**src/rtl/pwm_ramp_sequencer.sv**
```systemverilog
// Front-panel LED PWM with period-aligned duty ramping and frequency select.
// Ports: clk, reset (sync, active-high); target_duty/target_valid set the
// goal duty; freq_sel picks slot length; pwm_out, cur_duty, busy, period_start
// report the applied waveform and ramp status.
module pwm_ramp_sequencer #(
  parameter int TICKS_SLOW   = 20000,
  parameter int TICKS_FAST   = 5000,
  parameter int STEP         = 5,
  parameter int RAMP_PERIODS = 2,
  parameter int RESET_DUTY   = 100
) (
  input  logic       clk,
  input  logic       reset,
  input  logic [6:0] target_duty,
  input  logic       target_valid,
  input  logic       freq_sel,
  output logic       pwm_out,
  output logic [6:0] cur_duty,
  output logic       busy,
  output logic       period_start
);

  localparam int RCW = (RAMP_PERIODS > 1) ? $clog2(RAMP_PERIODS) : 1;

  localparam logic [15:0]    TS_LAST = 16'(TICKS_SLOW - 1);
  localparam logic [15:0]    TF_LAST = 16'(TICKS_FAST - 1);
  localparam logic [RCW-1:0] RC_LAST = RCW'(RAMP_PERIODS - 1);
  localparam logic [7:0]     STEP8   = 8'(STEP);
  localparam logic [6:0]     RST_D   = 7'(RESET_DUTY);

  typedef enum logic {
    IDLE,
    RAMP
  } state_e;

  state_e         state_q, state_d;
  logic [15:0]    tick_q, tick_d;
  logic [6:0]     slot_q, slot_d;
  logic [RCW-1:0] rcnt_q, rcnt_d;
  logic [6:0]     cur_q, cur_d;
  logic [6:0]     tgt_q, tgt_d;
  logic           sel_q, sel_d;
  logic           pwm_q, ps_q;

  logic       tick_last;
  logic       bnd;
  logic [6:0] tgt_clamp;
  logic [7:0] cur8, tgt8, up8;
  logic [6:0] stepped;

  assign tick_last = (tick_q == (sel_q ? TF_LAST : TS_LAST));
  assign bnd       = tick_last && (slot_q == 7'd99);
  assign tgt_clamp = (target_duty > 7'd100) ? 7'd100 : target_duty;

  // Step toward tgt, saturating on tgt in either direction.
  assign cur8 = {1'b0, cur_q};
  assign tgt8 = {1'b0, tgt_q};
  assign up8  = cur8 + STEP8;

  always_comb begin
    stepped = tgt_q;
    if (tgt8 > cur8) begin
      if (up8 < tgt8) stepped = up8[6:0];
    end else if (cur8 >= tgt8 + STEP8) begin
      stepped = 7'(cur8 - STEP8);
    end
  end

  always_comb begin
    tick_d  = tick_last ? 16'd0 : tick_q + 16'd1;
    slot_d  = slot_q;
    if (tick_last) slot_d = (slot_q == 7'd99) ? 7'd0 : slot_q + 7'd1;
    sel_d   = bnd ? freq_sel : sel_q;
    tgt_d   = target_valid ? tgt_clamp : tgt_q;
    state_d = state_q;
    rcnt_d  = rcnt_q;
    cur_d   = cur_q;
    // Ramp decisions use the tgt held before any same-cycle strobe.
    if (bnd) begin
      unique case (state_q)
        IDLE: begin
          if (tgt_q != cur_q) begin
            state_d = RAMP;
            rcnt_d  = '0;
          end
        end
        RAMP: begin
          unique case (1'b1)
            (tgt_q == cur_q): state_d = IDLE;
            (rcnt_q == RC_LAST): begin
              rcnt_d = '0;
              cur_d  = stepped;
              if (stepped == tgt_q) state_d = IDLE;
            end
            default: rcnt_d = rcnt_q + 1'b1;
          endcase
        end
        default: state_d = IDLE;
      endcase
    end
  end

  always_ff @(posedge clk) begin
    if (reset) begin
      state_q <= IDLE;
      tick_q  <= '0;
      slot_q  <= '0;
      rcnt_q  <= '0;
      cur_q   <= RST_D;
      tgt_q   <= RST_D;
      sel_q   <= 1'b0;
      pwm_q   <= 1'b0;
      ps_q    <= 1'b0;
    end else begin
      state_q <= state_d;
      tick_q  <= tick_d;
      slot_q  <= slot_d;
      rcnt_q  <= rcnt_d;
      cur_q   <= cur_d;
      tgt_q   <= tgt_d;
      sel_q   <= sel_d;
      pwm_q   <= (slot_q < cur_q);
      // Counters wrap to tick=0/slot=0 right after a boundary.
      ps_q    <= bnd;
    end
  end

  assign pwm_out      = pwm_q;
  assign cur_duty     = cur_q;
  assign busy         = (state_q == RAMP);
  assign period_start = ps_q;

endmodule

```
**config.mk**
```make
export PLATFORM = sky130hd
export DESIGN_NAME = pwm_ramp_sequencer
export DESIGN_NICKNAME = d
export VERILOG_FILES = /design/src/rtl/pwm_ramp_sequencer.sv
export SDC_FILE = /design/constraint.sdc
export NUM_CORES = 1
export LEC_CHECK = 0
export ABC_CLOCK_PERIOD_IN_PS = 3600
export CORE_MARGIN = 2
export CORE_UTILIZATION = 59
export CTS_CLUSTER_SIZE = 16
export DETAILED_ROUTE_END_ITERATION = 16
export GPL_TIMING_DRIVEN = 1
export PLACE_DENSITY = 0.8
export SLEW_MARGIN = 25
export SYNTH_ARGS = -nofsm -noshare
export SYNTH_HDL_FRONTEND = slang
export SYNTH_SLANG_ARGS = --single-unit
```
**constraint.sdc**
```tcl
create_clock -name clk -period 3.6 [get_ports clk]
set_clock_uncertainty 0.2 [all_clocks]
set_input_delay 0.36 -clock clk [delete_from_list [all_inputs] [get_ports clk]]
set_output_delay 0.36 -clock clk [all_outputs]
set_load 0.01 [all_outputs]
```
==> After elaboration in Yosys (flattened, before gate mapping) <==
Cells that the tools add are included.
{ "totals": {"reg_bits": 42, "output_inout_bits": 10, "elab_cells": 45} }
{ "classes": {"addsub": 6, "magnitude_cmp": 5, "n_eq_ne": 6, "n_mux": 13, "n_bitwise": 1, "n_reduce_logical": 5} }
{ "op_table": {"columns": ["operator", "n"], "rows": [
  ["7-bit 2-to-1 mux", 5],
  ["16-bit by 1-bit adder with 16-bit output, second input constant", 1],
  ["7-bit by 3-bit adder with 8-bit output, second input constant", 2],
  ["16-bit by 15-bit equality test with 1-bit output", 1],
  ["15-bit 2-to-1 mux", 1],
  ["7-bit equality test", 2],
  ["7-bit by 8-bit >= comparator with 1-bit output", 1],
  ["8-bit by 7-bit less-than comparator with 1-bit output", 1],
  ["7-bit by 1-bit adder with 7-bit output, second input constant", 1],
  ["7-bit equality test, second input constant", 1],
  ["7-bit > comparator", 1],
  ["7-bit > comparator, second input constant", 1],
  ["7-bit less-than comparator", 1],
  ["7-bit != test", 1],
  ["7-bit by 3-bit subtractor with 7-bit output, second input constant", 1],
  ["1-bit one-hot mux with 2 select lines", 3],
  ["1-bit 2-to-1 mux", 4],
  ["2-bit OR reduction", 2],
  ["3-bit AND reduction", 1],
  ["2-bit != test, second input constant", 1],
  ["2-bit AND reduction", 1],
  ["1-bit adder, second input constant", 1],
  ["1-bit logical AND", 1],
  ["1-bit inverter", 1]
]} }

==> Longest topological paths before layout <==
{ "depth": {"depth_word": 8, "mapped_depth": 14} }

==> Worst setup path after synthesis <==
Ideal clock, no wire load.
{ "synth_path": {"kind": "register to register", "startpoint": "register cur_q[0] (netlist: cur_duty[0])", "endpoint": "register state_q (netlist: busy)", "setup_ns": 0.131, "arrival_time_ns": 2.747, "path_slack_ns": 0.522, "stages_incl_launch_ff": 15, "path_buffers": 1, "path_cell_list": "dfxtp_1 -> buf_2 -> a21oi_1 -> nor2_1 -> xnor2_1 -> inv_1 -> ha_1 -> a21o_1 -> a21oi_1 -> o41a_1 -> nand3_1 -> a211o_1 -> and3_1 -> mux2i_1 -> a31oi_1"} }
{ "synth_via": {"elab_chain_cells": 8, "word_cells_on_any_way": 15, "classes_between": "add/sub (2); order compare (3); eq/ne (3); mux (7)"} }
{ "synth_lines": {"columns": ["element", "line_no", "source"], "rows": [
  ["start: declaration", "40", "logic [6:0] cur_q, cur_d;"],
  ["start signal: assignment", "119", "cur_q <= cur_d;"],
  ["7-bit by 3-bit adder with 8-bit output", "58", "assign up8 = cur8 + STEP8;"],
  ["8-bit by 7-bit less-than comparator with 1-bit output", "63", "if (up8 < tgt8) stepped = up8[6:0];"],
  ["7-bit 2-to-1 mux", "63", null],
  ["7-bit 2-to-1 mux", "62", "if (tgt8 > cur8) begin"],
  ["7-bit equality test", "93", "if (stepped == tgt_q) state_d = IDLE;"],
  ["1-bit 2-to-1 mux", "93", null],
  ["1-bit one-hot mux with 2 select lines", "88", "unique case (1'b1)"],
  ["1-bit one-hot mux with 2 select lines *", "80", "unique case (state_q)"],
  ["end signal: assignment", "115", "state_q <= state_d;"],
  ["end: declaration", "36", "state_e state_q, state_d;"]
]} }
Every way passes the cells marked *; elsewhere a longest branch is shown, timed or not.
A chain may end at the register's enable or synchronous reset.

==> Final worst setup path <==
{ "layout_path": {"startpoint": "register tgt_q[3]", "endpoint": "register state_q (netlist: busy)"} }
{ "layout_via": {"elab_chain_cells": 8, "word_cells_on_any_way": 14, "classes_between": "add/sub (1); order compare (3); eq/ne (3); mux (7)"} }
{ "layout_lines": {"columns": ["element", "line_no", "source"], "rows": [
  ["start: declaration", "41", "logic [6:0] tgt_q, tgt_d;"],
  ["start signal: assignment", "120", "tgt_q <= tgt_d;"],
  ["7-bit by 3-bit adder with 8-bit output", "64", "end else if (cur8 >= tgt8 + STEP8) begin"],
  ["7-bit by 8-bit >= comparator with 1-bit output", "64", null],
  ["7-bit 2-to-1 mux", "64", null],
  ["7-bit 2-to-1 mux", "62", null],
  ["7-bit equality test", "93", null],
  ["1-bit 2-to-1 mux", "93", null],
  ["1-bit one-hot mux with 2 select lines", "88", null],
  ["1-bit one-hot mux with 2 select lines *", "80", null]
]} }
Marked as above.

==> metrics.txt <==
status=finished clean; Final Max Slew Viols=0; GRT Residual Overflow=0; Final Setup Violations=0; input/output buffers=20; synthesized area=3020 sq um; Worst slew margin=about 64%; GPL Wtd Cong=0.920; Final Cycle Share=a little over nine tenths; Mapped Cells=367; Crit path max-delay family=compound AO/OA/AOI/OAI gates; worst reg2reg path depth=13; post-synth top area share=around 28%; Data arrival, critical path=around 3400 ps; Post-DRT Antenna Nets=0; slowest library cell on the worst path=dfxtp_1; vias in the first global route=roughly 2,500; Routed Wire Length=about 7400 um; Leakage=approximately 1.4 nW; final std cell area, no fill=around 3400 sq um; TritonCTS clock tree=built; CP bufs+invs=1; post-DP HPWL=5700 um; postcts setup bufs=0; hold worst-path end=tick_q[0]; Initial Util=60.3%; IO Pins=21; Commonest cells post-synth=42 x dfxtp_1, 41 x nor2_1, 37 x nand2_1; FF-to-FF End=busy; Post-synth EDFFs=0; maximum clock rate=0.296 GHz; DR pass1 iterations=5; die height=roughly 76 um; Die X=around 76 um; Top FF cell, synth=dfxtp_1; Tmin final=around 3400 ps; count of clock tree sinks=42; area growth from synthesis to layout=13.0%; number of max-cap violations=0; DRC violations left=0; largest net degree at the start of global routing=16; vias per cell=5.83; Placement Cell Area=3320 sq um; register bit total from synthesis=42; Synth area leader=dfxtp_1; Final nets=~440; worst skew pair latency=290 ps; ys async rst share=0%; PwrDens=approximately 280 nW/um^2; Worst-Margin Slew=approximately 540 ps; Worst Hold Slack=265 ps; htree depth=2; first-pass GRT wire length=12,100 um; setup TNS=0 ps; R2R Setup Slk=230 ps; Setup crit end kind=flip-flop; Core ar.=between 5000 and 6000 sq um; largest cells by area after synthesis=dfxtp_1 28%, ha_1 13%, xnor2_1 5.2%; Worst Path Max Fanout=9; CP Cell Sequence=inv_1, nor3_2, o21ai_0, xnor2_1, ha_1, a21oi_1, o21ai_0, a21oi_2, nor4_1, a2111oi_2, and3_1, mux2i_1, a31oi_1; layout cell share with drive strength beyond 1=under 10%; Overall Power=around 960 uW; Post-CTS Hold Fix Bufs=0; Syn Area/Cell=slightly above 8 sq um; Syn. warnings=0; Min-Delay Startpoint=tick_q[0]; ant diodes=0; Post-CTS Resized=0; Overall Global Routing Usage=~28%; Placement Rows=26; post-DR wirelength/cell=about 16 um; count leader, synth=dfxtp_1; initial drt markers=266; CP Class=reg2reg; Root Driver=clkbuf_8; Seq/Total Area, Yosys=27.8%; Reg clk slew, reported paths=90 ps; unique cell type count in the Yosys netlist=just over 60; CTS Buffer Depth=2; Tightest Hold Check Type=reg2reg; startpoint types=flip-flop; via count=between 2,000 and 3,000; cts bufs inserted=5; FF-to-FF Start=tgt_q[3]; Largest stage delay, worst path=around 530 ps; Syn Nets=between 400 and 500; initial antenna violation count=0; Peak supply drop=0.352 mV; unrepaired setup endpoints after global routing=no; Hold Crit Depth=1; final number of hold-violating endpoints=0; Die Area=between 5000 and 6000 sq um; critical path required time=approximately 3600 ps; Worst path most repeated cell=o21ai_0
[state kept, by name (all words and copies together), names as in the netlist]
register / cells
busy: 1
cur_duty: 7
period_start: 1
pwm_out: 1
rcnt_q: 1
sel_q: 1
slot_q: 7
tgt_q: 7
tick_q: 16
[placed cells by master, fill, tap and decap left out, types with 12 or more instances in the layout]
cell type	count
a21oi_1	22
clkdlybuf4s50_1	20
nor2_1	41
nand3_1	12
nand2_1	37
inv_1	18
o21ai_0	20
ha_1	32
xnor2_1	18
xor2_1	15
dfxtp_1	42
[worst reg2reg max path, stage by stage, from the launching register on]
cell       delay (ps)
dfxtp_1           530
inv_1             120
nor3_2            210
o21ai_0           130
xnor2_1           150
ha_1              290
a21oi_1           140
o21ai_0           110
a21oi_2           330
nor4_1            120
a2111oi_2         360
and3_1            280
mux2i_1           200
a31oi_1            90
[worst max-delay path by stage]
stage	start	to	slack [ps]	depth (start not counted)
6_report	tgt_q[3]	busy	230	13
3_3_place_gp	cur_duty[1]	busy	320	13
5_1_grt	cur_duty[1]	busy	3	13
3_5_place_dp	cur_duty[1]	busy	240	13
4_1_cts	cur_duty[1]	busy	210	13
2_1_floorplan	cur_duty[0]	busy	520	14
[kinds of logic after synthesis]
logic type	synth area share [%]
AOI/OAI and AO/OA	16.8
and+or+nand+nor	26.6
xor gates and xnor gates	9.57
muxes	1.66
DFF	27.8
adders and majority gates	13.3
buffers and inverters	4.26
[metrics by stage]
stage	setup slack (ps)	cells	util (%)
2_1_floorplan	522	367	-
4_1_cts	208	463	68.1
5_1_grt	3.05	463	68.2
6_report	226	463	68.2
3_5_place_dp	241	455	66.3
3_3_place_gp	319	455	66.3
[layout make-up]
class                      instances  area, sq um
inverter                          20         75.1
multi-input combinational        294         2060
clock inverter                     3         18.8
fill                             424         1600
clock buffer                       5         68.8
timing repair buffer              29          268
sequential                        42          841
tap                               70         87.6
[power by group]
group	internal [mW]	switching [mW]	total, mW
combinational	0.0667	0.0981	0.165
sequential	0.472	0.0114	0.483
clock	0.137	0.174	0.310
[metal layers]
metal | wire length [um] | vias to the layer above | track usage [%] | share of wire (%)
met5 | 0 | - | 0 | 0
met4 | 116 | 0 | 7.02 | 1.6
met3 | 506 | 17 | 5.95 | 6.9
met2 | 3350 | 93 | 43.9 | 45
met1 | 3400 | 1239 | 38.7 | 46
li1 | - | 1351 | - | -
Power figures use the tool's default switching activity.
==> RTL change: new RTL, same flow settings <==
The parameter `RAMP_PERIODS` goes from 2 to 1.
--- a/src/rtl/pwm_ramp_sequencer.sv
+++ b/src/rtl/pwm_ramp_sequencer.sv
@@ -6,7 +6,7 @@
   parameter int TICKS_SLOW   = 20000,
   parameter int TICKS_FAST   = 5000,
   parameter int STEP         = 5,
-  parameter int RAMP_PERIODS = 2,
+  parameter int RAMP_PERIODS = 1,
   parameter int RESET_DUTY   = 100
 ) (
   input  logic       clk,
Function: no difference found for any inputs over 10 cycles, from zero or initial values and one cycle with reset high; that may be too few to reach the edited logic, so the function may still have changed.
==> RTL change against the original RTL <==
Power is 4.9% higher. Area after synthesis is 5.9% lower. Synthesized cell count is 5.2% lower. Sequential cell count is 1 lower. Final cell count is 9.1% lower. First-iteration DRC count is 6.8% lower. Cell area is 6.2% lower. Hold slack worse by 0.017 ns. Setup slack better by 0.096 ns. Wire length is 6.8% lower. Critical path type unchanged.
==> RTL change: results (changes against the original RTL) <==
Placed design
  – Number of cells in the design after placement: 413 (-9.2%)
  – Final HPWL from detailed placement: 5272 um (-7.5%)
  – Routability congestion estimate: 0.9604 (+4.4%)
  – Placed standard-cell area: 3088 um^2 (-7.1%)

Finish
  – Final cell count without fillers: 421 (-9.1%)
  – Largest register FFs: 16 (unchanged)
  – Fraction of layout instances using a drive strength above 1: 0.04905 (-0.05019)

Run status
  – Outcome: completed

Timing
  – Relative slew slack: 0.4934 (-0.1432)

Logic synthesis
  – Unique masters post-synth: 45 (-27%)
  – Post-synthesis mux area share: 0.01056 (-0.006004)
  – Fraction of synthesized cell area in xor and xnor cells: 0.1201 (+0.02445)
  – Synthesized-area fraction occupied by adder cells: 0.1408 (+0.008278)
  – Mapped Avg Cell Area: 8.172 um^2 (-0.74%)
  – Commonest cells post-synth: 41 x sky130_fd_sc_hd__dfxtp_1, 38 x sky130_fd_sc_hd__nor2_1, 32 x sky130_fd_sc_hd__ha_1
  – Sequential-to-total area share from yosys stat: 0.2886 (+0.01034)
  – Syn Nets: 391 (-4.6%)
  – Synth Area in Compound Gates: 0.1689 (+0.0008238)

Drt
  – Detailed Routing Iterations Pass 1: 4 (-1)
  – Met3 Wirelength: 390 um (-23%)
  – DR iter-0 viols: 248 (-6.8%)
  – Wl on met1: 3162 um (-7.1%)
  – Via density per instance: 5.948 (+2.0%)
  – Met2 wire length: 3189 um (-4.9%)

Global route
  – GRT Total Usage: 0.2778 (about the same)
  – Met3 Use GR: 0.04801 (-0.01151)
  – Global-route wire length before repair: 11570 um (-4.1%)
  – Met2 usage in global routing: 0.4394 (+0.0007921)
  – Largest net degree at the start of global routing: 18 (+2)
  – Vias in the first global route: 2424 (-3.0%)

Power
  – VDD IR max: 0.2986 mV (-15%)
  – Reported combinational group power: 0.145 mW (-12%)
  – Net switching power of the design: 0.2566 mW (-9.4%)
  – Power per cell area: 313.8 nW/um^2 (+12%)
  – Lkg Pwr: 1.354 nW (-4.8%)

Setup path
  – Arrival time at the worst endpoint: 3.27 ns (-0.08 ns)
  – Max incr delay on CP: 0.62 ns (+0.09 ns)
[RTL change: changes by cell type in the layout (fill, tap and decap cells not counted), sizes merged, moves of 4 or more]
cell / unedited run / this run
o21ai: 21 / 14
nor3: 7 / 2
nand3: 12 / 22
nand2b: 7 / 3
nand2: 37 / 23
buf: 9 / 5
xnor2: 18 / 23
nor2: 42 / 38
[RTL change: cell type report]
class                      instances  area, um^2  share of cell area
timing repair buffer              25       237.7             0.07419
clock inverter                     1       30.03            0.009371
inverter                          23       86.33             0.02694
multi-input combinational        270        1876              0.5853
sequential                        41       820.8              0.2562
clock buffer                       7       86.33             0.02694
tap                               54       67.56             0.02109
[RTL change: path summary, 6_finish.rpt]
| path | startpoint | endpoint | slack (ns) | cells past startpoint |
|---|---|---|---|---|
| setup / recovery | tgt_q[3] | busy | 0.32 | 12 |
| hold / removal | tick_q[0] | tick_q[0] | 0.25 | 1 |
| setup reg to reg | tgt_q[3] | busy | 0.32 | 12 |
| hold reg to reg | tick_q[0] | tick_q[0] | 0.25 | 1 |
